===== src/rtl/fir_pkg.sv =====
// Shared FIR constants and coefficient-loader state encodings.
package fir_pkg;

  localparam int unsigned FIR_NUM_TAPS = 74;
  localparam int unsigned FIR_COEF_W   = 8;
  localparam int unsigned FIR_ADDR_W   = 7;

  typedef enum logic [1:0] {
    LDR_IDLE   = 2'd0,
    LDR_LOAD   = 2'd1,
    LDR_DRAIN  = 2'd2,
    LDR_COMMIT = 2'd3
  } ldr_state_e;

endpackage


===== src/rtl/fir_coef_bank.sv =====
// Two-bank coefficient register file: one write port, one registered read port.
module fir_coef_bank
  import fir_pkg::*;
#(
  parameter int unsigned NUM_TAPS = FIR_NUM_TAPS,
  parameter int unsigned COEF_W   = FIR_COEF_W,
  parameter int unsigned ADDR_W   = FIR_ADDR_W
) (
  input  logic              clk,
  input  logic              rst,
  input  logic              wr_bank,
  input  logic [ADDR_W-1:0] wr_addr,
  input  logic [COEF_W-1:0] wr_data,
  input  logic              we,
  input  logic              rd_bank,
  input  logic [ADDR_W-1:0] rd_addr,
  output logic [COEF_W-1:0] rd_data
);

  localparam logic [ADDR_W-1:0] TAP_END = ADDR_W'(NUM_TAPS);

  logic [COEF_W-1:0] mem_q [2][NUM_TAPS];
  logic [COEF_W-1:0] mem_d [2][NUM_TAPS];
  logic [COEF_W-1:0] rd_data_q, rd_data_d;

  // Out-of-range addresses never write and always read back as zero.
  always_comb begin
    mem_d = mem_q;
    if (we && (wr_addr < TAP_END)) begin
      mem_d[wr_bank][wr_addr] = wr_data;
    end
    rd_data_d = '0;
    if (rd_addr < TAP_END) begin
      rd_data_d = mem_q[rd_bank][rd_addr];
    end
  end

  always_ff @(posedge clk or posedge rst) begin
    if (rst) begin
      mem_q     <= '{default: '0};
      rd_data_q <= '0;
    end else begin
      mem_q     <= mem_d;
      rd_data_q <= rd_data_d;
    end
  end

  assign rd_data = rd_data_q;

endmodule


===== src/rtl/fir_coef_loader.sv =====
// Coefficient stream loader: fills the shadow bank, swaps it active on a
// correctly framed set, flags malformed frames.
module fir_coef_loader
  import fir_pkg::*;
#(
  parameter int unsigned NUM_TAPS = FIR_NUM_TAPS,
  parameter int unsigned COEF_W   = FIR_COEF_W,
  parameter int unsigned ADDR_W   = FIR_ADDR_W
) (
  input  logic              clk,
  input  logic              rst,
  input  logic              s_valid,
  output logic              s_ready,
  input  logic [COEF_W-1:0] s_data,
  input  logic              s_last,
  input  logic [ADDR_W-1:0] rd_addr,
  output logic [COEF_W-1:0] rd_coef,
  output logic              bank_sel,
  output logic              coef_valid,
  output logic              commit,
  output logic              len_err
);

  localparam logic [ADDR_W-1:0] LAST_PTR = ADDR_W'(NUM_TAPS - 1);

  ldr_state_e        state_q, state_d;
  logic [ADDR_W-1:0] wr_ptr_q, wr_ptr_d;
  logic              s_ready_q, s_ready_d;
  logic              bank_sel_q, bank_sel_d;
  logic              coef_valid_q, coef_valid_d;
  logic              commit_q, commit_d;
  logic              len_err_q, len_err_d;

  logic              beat_c;
  logic              we_c;
  logic [ADDR_W-1:0] wr_addr_c;

  assign beat_c = s_valid && s_ready_q;

  always_comb begin
    state_d      = state_q;
    wr_ptr_d     = wr_ptr_q;
    bank_sel_d   = bank_sel_q;
    coef_valid_d = coef_valid_q;
    commit_d     = 1'b0;
    len_err_d    = 1'b0;
    we_c         = 1'b0;
    wr_addr_c    = wr_ptr_q;

    unique case (state_q)
      LDR_IDLE: begin
        wr_addr_c = '0;
        if (beat_c) begin
          we_c = 1'b1;
          if (s_last) begin
            len_err_d = 1'b1;
            wr_ptr_d  = '0;
          end else begin
            wr_ptr_d = ADDR_W'(1);
            state_d  = LDR_LOAD;
          end
        end
      end
      LDR_LOAD: begin
        if (beat_c) begin
          we_c = 1'b1;
          if (wr_ptr_q == LAST_PTR) begin
            wr_ptr_d = '0;
            if (s_last) begin
              state_d = LDR_COMMIT;
            end else begin
              len_err_d = 1'b1;
              state_d   = LDR_DRAIN;
            end
          end else if (s_last) begin
            len_err_d = 1'b1;
            wr_ptr_d  = '0;
            state_d   = LDR_IDLE;
          end else begin
            wr_ptr_d = wr_ptr_q + ADDR_W'(1);
          end
        end
      end
      // Overlong frame: swallow the tail silently until its last beat.
      LDR_DRAIN: begin
        if (beat_c && s_last) begin
          state_d = LDR_IDLE;
        end
      end
      LDR_COMMIT: begin
        bank_sel_d   = ~bank_sel_q;
        commit_d     = 1'b1;
        coef_valid_d = 1'b1;
        wr_ptr_d     = '0;
        state_d      = LDR_IDLE;
      end
      default: state_d = LDR_IDLE;
    endcase

    s_ready_d = (state_d != LDR_COMMIT);
  end

  always_ff @(posedge clk or posedge rst) begin
    if (rst) begin
      state_q      <= LDR_IDLE;
      wr_ptr_q     <= '0;
      s_ready_q    <= 1'b0;
      bank_sel_q   <= 1'b0;
      coef_valid_q <= 1'b0;
      commit_q     <= 1'b0;
      len_err_q    <= 1'b0;
    end else begin
      state_q      <= state_d;
      wr_ptr_q     <= wr_ptr_d;
      s_ready_q    <= s_ready_d;
      bank_sel_q   <= bank_sel_d;
      coef_valid_q <= coef_valid_d;
      commit_q     <= commit_d;
      len_err_q    <= len_err_d;
    end
  end

  // Writes target the shadow bank; the filter reads the active one.
  fir_coef_bank #(
    .NUM_TAPS (NUM_TAPS),
    .COEF_W   (COEF_W),
    .ADDR_W   (ADDR_W)
  ) u_bank (
    .clk     (clk),
    .rst     (rst),
    .wr_bank (~bank_sel_q),
    .wr_addr (wr_addr_c),
    .wr_data (s_data),
    .we      (we_c),
    .rd_bank (bank_sel_q),
    .rd_addr (rd_addr),
    .rd_data (rd_coef)
  );

  assign s_ready    = s_ready_q;
  assign bank_sel   = bank_sel_q;
  assign coef_valid = coef_valid_q;
  assign commit     = commit_q;
  assign len_err    = len_err_q;

endmodule

===== config.mk =====
export PLATFORM = sky130hd
export DESIGN_NAME = fir_coef_loader
export DESIGN_NICKNAME = d
export VERILOG_FILES = /design/src/rtl/fir_pkg.sv /design/src/rtl/fir_coef_bank.sv /design/src/rtl/fir_coef_loader.sv
export SDC_FILE = /design/constraint.sdc
export NUM_CORES = 2
export LEC_CHECK = 0
export CAP_MARGIN = 20
export CORE_MARGIN = 2
export CORE_UTILIZATION = 30
export DETAILED_ROUTE_END_ITERATION = 10
export GPL_ROUTABILITY_DRIVEN = 0
export GPL_TIMING_DRIVEN = 0
export PLACE_DENSITY = 0.41
export RECOVER_POWER = 25
export SLEW_MARGIN = 10
export SYNTH_ARGS = -nofsm -noshare
export SYNTH_HDL_FRONTEND = slang
export SYNTH_SLANG_ARGS = --single-unit

===== constraint.sdc =====
create_clock -name clk -period 112.8 [get_ports clk]
set_input_delay 11.28 -clock clk [delete_from_list [all_inputs] [get_ports clk]]
set_output_delay 11.28 -clock clk [all_outputs]
set_load 0.01 [all_outputs]

==> qor.yml <==
pwr-share-clk: 0.491
cts.sinks: 1206
synth_area_um2: 56600
fin_crit_sh: 0.207
ys_types: 70
start_kind: "primary input"
die_x_um: 438
hp-class: "flip-flop to flip-flop"
placedCellCount: 6279
whs_path_depth: 1
hold_path_startpoint: "coef_valid"
yosys_warnings: 0
holdPathEnd: "coef_valid"
ys_ff_latch: 1206
period_needed_ns: 23.39
portBuffers: 19
area_delta_synth_final_pct: 16.7
synthAdderAreaFrac: 0.000442
ios: 32
routed_wl_mm: 262
synth_simple_gate_area_frac: 0.0418
post_cts_buffers: 0
synth_top_area_share: 0.533
final_area_um2: 66000
antenna_found_initial: 47
cts_buffers: 149
firstDrtPassIters: 5
r2r-start: "bank_sel"
leakage_nw: 30.7
max_freq_mhz: 42.8
core_um2: 188000
intPower_w: 0.000751
violations: "max-capacitance violations, max-slew violations"
report.power.total_w: 0.00101
cap_violations: 8
grt_util_all_layers: 0.272
skew_ns: 0.0290
start_util: 0.302
critPathRequiredTime_ns: 112.26
cp.arrival_ns: 22.85
synth_seq_area_share: 0.533
synth_compound_area_frac: 0.0300
cp_max_fo: 109
grt_pass1_wl_mm: 351
yosys-top-cells-count: "1206 x dfrtp_1, 1047 x mux2_2, 212 x mux4_2"
syn_area_per_cell_um2: 15.3
muxShareOfSynthArea: 0.370
maxSlewHeadroom: -2.95
status: "finished, violations left"
vdd_drop_max_mv: 0.0148
drt-wirelength-per-cell_um: 39.9
dieArea_um2: 192000
layout-drive-gt1-share: 0.490
p_per_area_nw_per_um2: 15.3
dp_hpwl_mm: 183
hold_violations: 0
p_sw_frac: 0.257
p_seq_frac: 0.437
fill_cells: 18184
rows: 159
synth_area_leaders: "dfrtp_1 53%, mux2_2 21%, mux4_2 8.4%"
drt_iter0_markers: 3666
ctsHoldBuffers: 0
cts_max_path_buffers: 3
maxSlewViolCount: 707
root_buffer: "clkbuf_16"
overflow: 0
netlist_instances: 3702
synth_nets: 3723
vias: 36488
pwr-share-comb: 0.072
clock_latency_ns: 0.81
htree_levels: 4
grt_pass1_vias: 36992
finalNetCount: 3960
synth_area_leader_cell: "dfrtp_1"
async_flop_share: 1.00
viasPerCell: 5.57
r2r_cells: 9
ant_nets: 0
synth_most_common_cell: "dfrtp_1"
dpl-instance-area_um2: 61100
path_class: "primary input to asynchronous set/reset pin"
cts_tree: "built"
ctsResizeCount: 0
setup_violations: 0
synth-main-ff-cell: "dfrtp_1"
tightest_slew_ns: 5.92
route.detailed.drc: 0
path_clk_slew_ns: 0.06
end_kind: "asynchronous set/reset pin"
switchingPower_w: 0.000260
fin_setup_tns_ns: 0
synth-xor-area-share: 0.000929
r2r_end: "u_bank.rd_data[7]"
dieHeight_um: 438
synth-edff-count: 0
synth_top_family_by_area: "multiplexers"
grt_max_degree: 110
rsz0062_at_grt: "false"
stdcell_count: 6555
regToRegSetupSlack_ns: 106.59
## sequential cells by signal, indices dropped and copies added, names as in the netlist, 2 cells and up
signal	cells
wr_ptr_q	7
u_bank.rd_data	8
state_q	2
u_bank.mem_q	1184
## power by group through the flow
stage               clock, W  sequential [W]  combinational (W)
floorplan                  0        0.000450          0.0000323
global placement           0        0.000452          0.0000687
finish              0.000496        0.000442          0.0000726
detailed placement         0        0.000450          0.0000728
CTS                 0.000505        0.000442          0.0000730
global route        0.000522        0.000443          0.0000743
## metal layers
metal | wire length [um] | global-route usage | share of wire
met5 | 0 | 0 | 0
met3 | 15000 | 0.0424 | 0.057
met2 | 117000 | 0.414 | 0.45
met4 | 13500 | 0.127 | 0.051
met1 | 116000 | 0.379 | 0.44
## through the flow
step                      setup WS [ns]  hold slack (ns)   util
after floorplan                   67.54            0.459      -
after CTS                         96.87            0.473  0.352
after global placement            49.01            0.460  0.319
after detailed placement          95.93            0.451  0.326
after global routing              86.64            0.493  0.352
final                             89.41            0.474  0.352
## critical path: stages
cell and delay, ns:
dlygate4sd3_1 0.55, clkinvlp_2 2.39, clkbuf_1 3.91, clkbuf_1 4.40
## cell families (layout without fill, tap and decap cells)
kind of cell | Yosys count | count (layout)
AND/OR/NAND/NOR | 346 | 346
flip-flops | 1206 | 1206
adder cells (fa/ha/maj) | 2 | 2
buffers and inverters | 288 | 634
AO/OA/AOI/OAI | 238 | 238
other | 0 | 12
multiplexers | 1616 | 1616
XOR/XNOR | 6 | 6
## placed cells by master, fill, tap and decap left out, drive strengths merged, types with 5 or more instances in the layout
| cell | Yosys | final |
|---|---|---|
| o21ai | 25 | 25 |
| clkdlybuf4s50 | 0 | 17 |
| a211oi | 32 | 32 |
| nand3 | 14 | 14 |
| or3b | 5 | 5 |
| mux2 | 1218 | 1218 |
| a21oi | 30 | 30 |
| nand4 | 7 | 7 |
| nor2 | 87 | 87 |
| a221oi | 9 | 9 |
| mux4 | 212 | 212 |
| o221ai | 12 | 12 |
| inv | 5 | 8 |
| a31o | 5 | 5 |
| dfrtp | 1206 | 1206 |
| a22oi | 14 | 14 |
| mux2i | 186 | 186 |
| bufinv | 0 | 7 |
| diode | 0 | 12 |
| a2111oi | 10 | 10 |
| nand2 | 129 | 129 |
| clkbuf | 174 | 408 |
| clkinv | 0 | 25 |
| o2111ai | 8 | 8 |
| or3 | 5 | 5 |
| nor2b | 10 | 10 |
| a211o | 8 | 8 |
| o32ai | 8 | 8 |
| nor3 | 62 | 62 |
| buf | 109 | 166 |
| nor4 | 6 | 6 |
| o22ai | 52 | 52 |
## final cells by class
cell class	count	area, um^2	share of cell area
Multi-Input combinational cell	2208	25100	0.381
Clock inverter	36	427	0.00647
Tap cell	2495	3120	0.0473
Inverter	5	20.0	0.000303
Clock buffer	224	4580	0.0694
Buffer	283	1340	0.0203
Timing Repair Buffer	86	1170	0.0177
Sequential cell	1206	30200	0.457
Antenna cell	12	30.0	0.000455
## how the worst max path moves through the flow
| stage | from | endpoint | cells after the start |
|---|---|---|---|
| final | rst | u_bank.mem_q[157] | 4 |
| after global routing | rst | u_bank.mem_q[108] | 4 |
| after CTS | rd_addr[1] | u_bank.rd_data[0] | 11 |
| after detailed placement | rd_addr[1] | u_bank.rd_data[0] | 11 |
| after global placement | rst | u_bank.mem_q[801] | 2 |
| after floorplan | rst | bank_sel | 1 |
(Power assumes the default switching activity.)
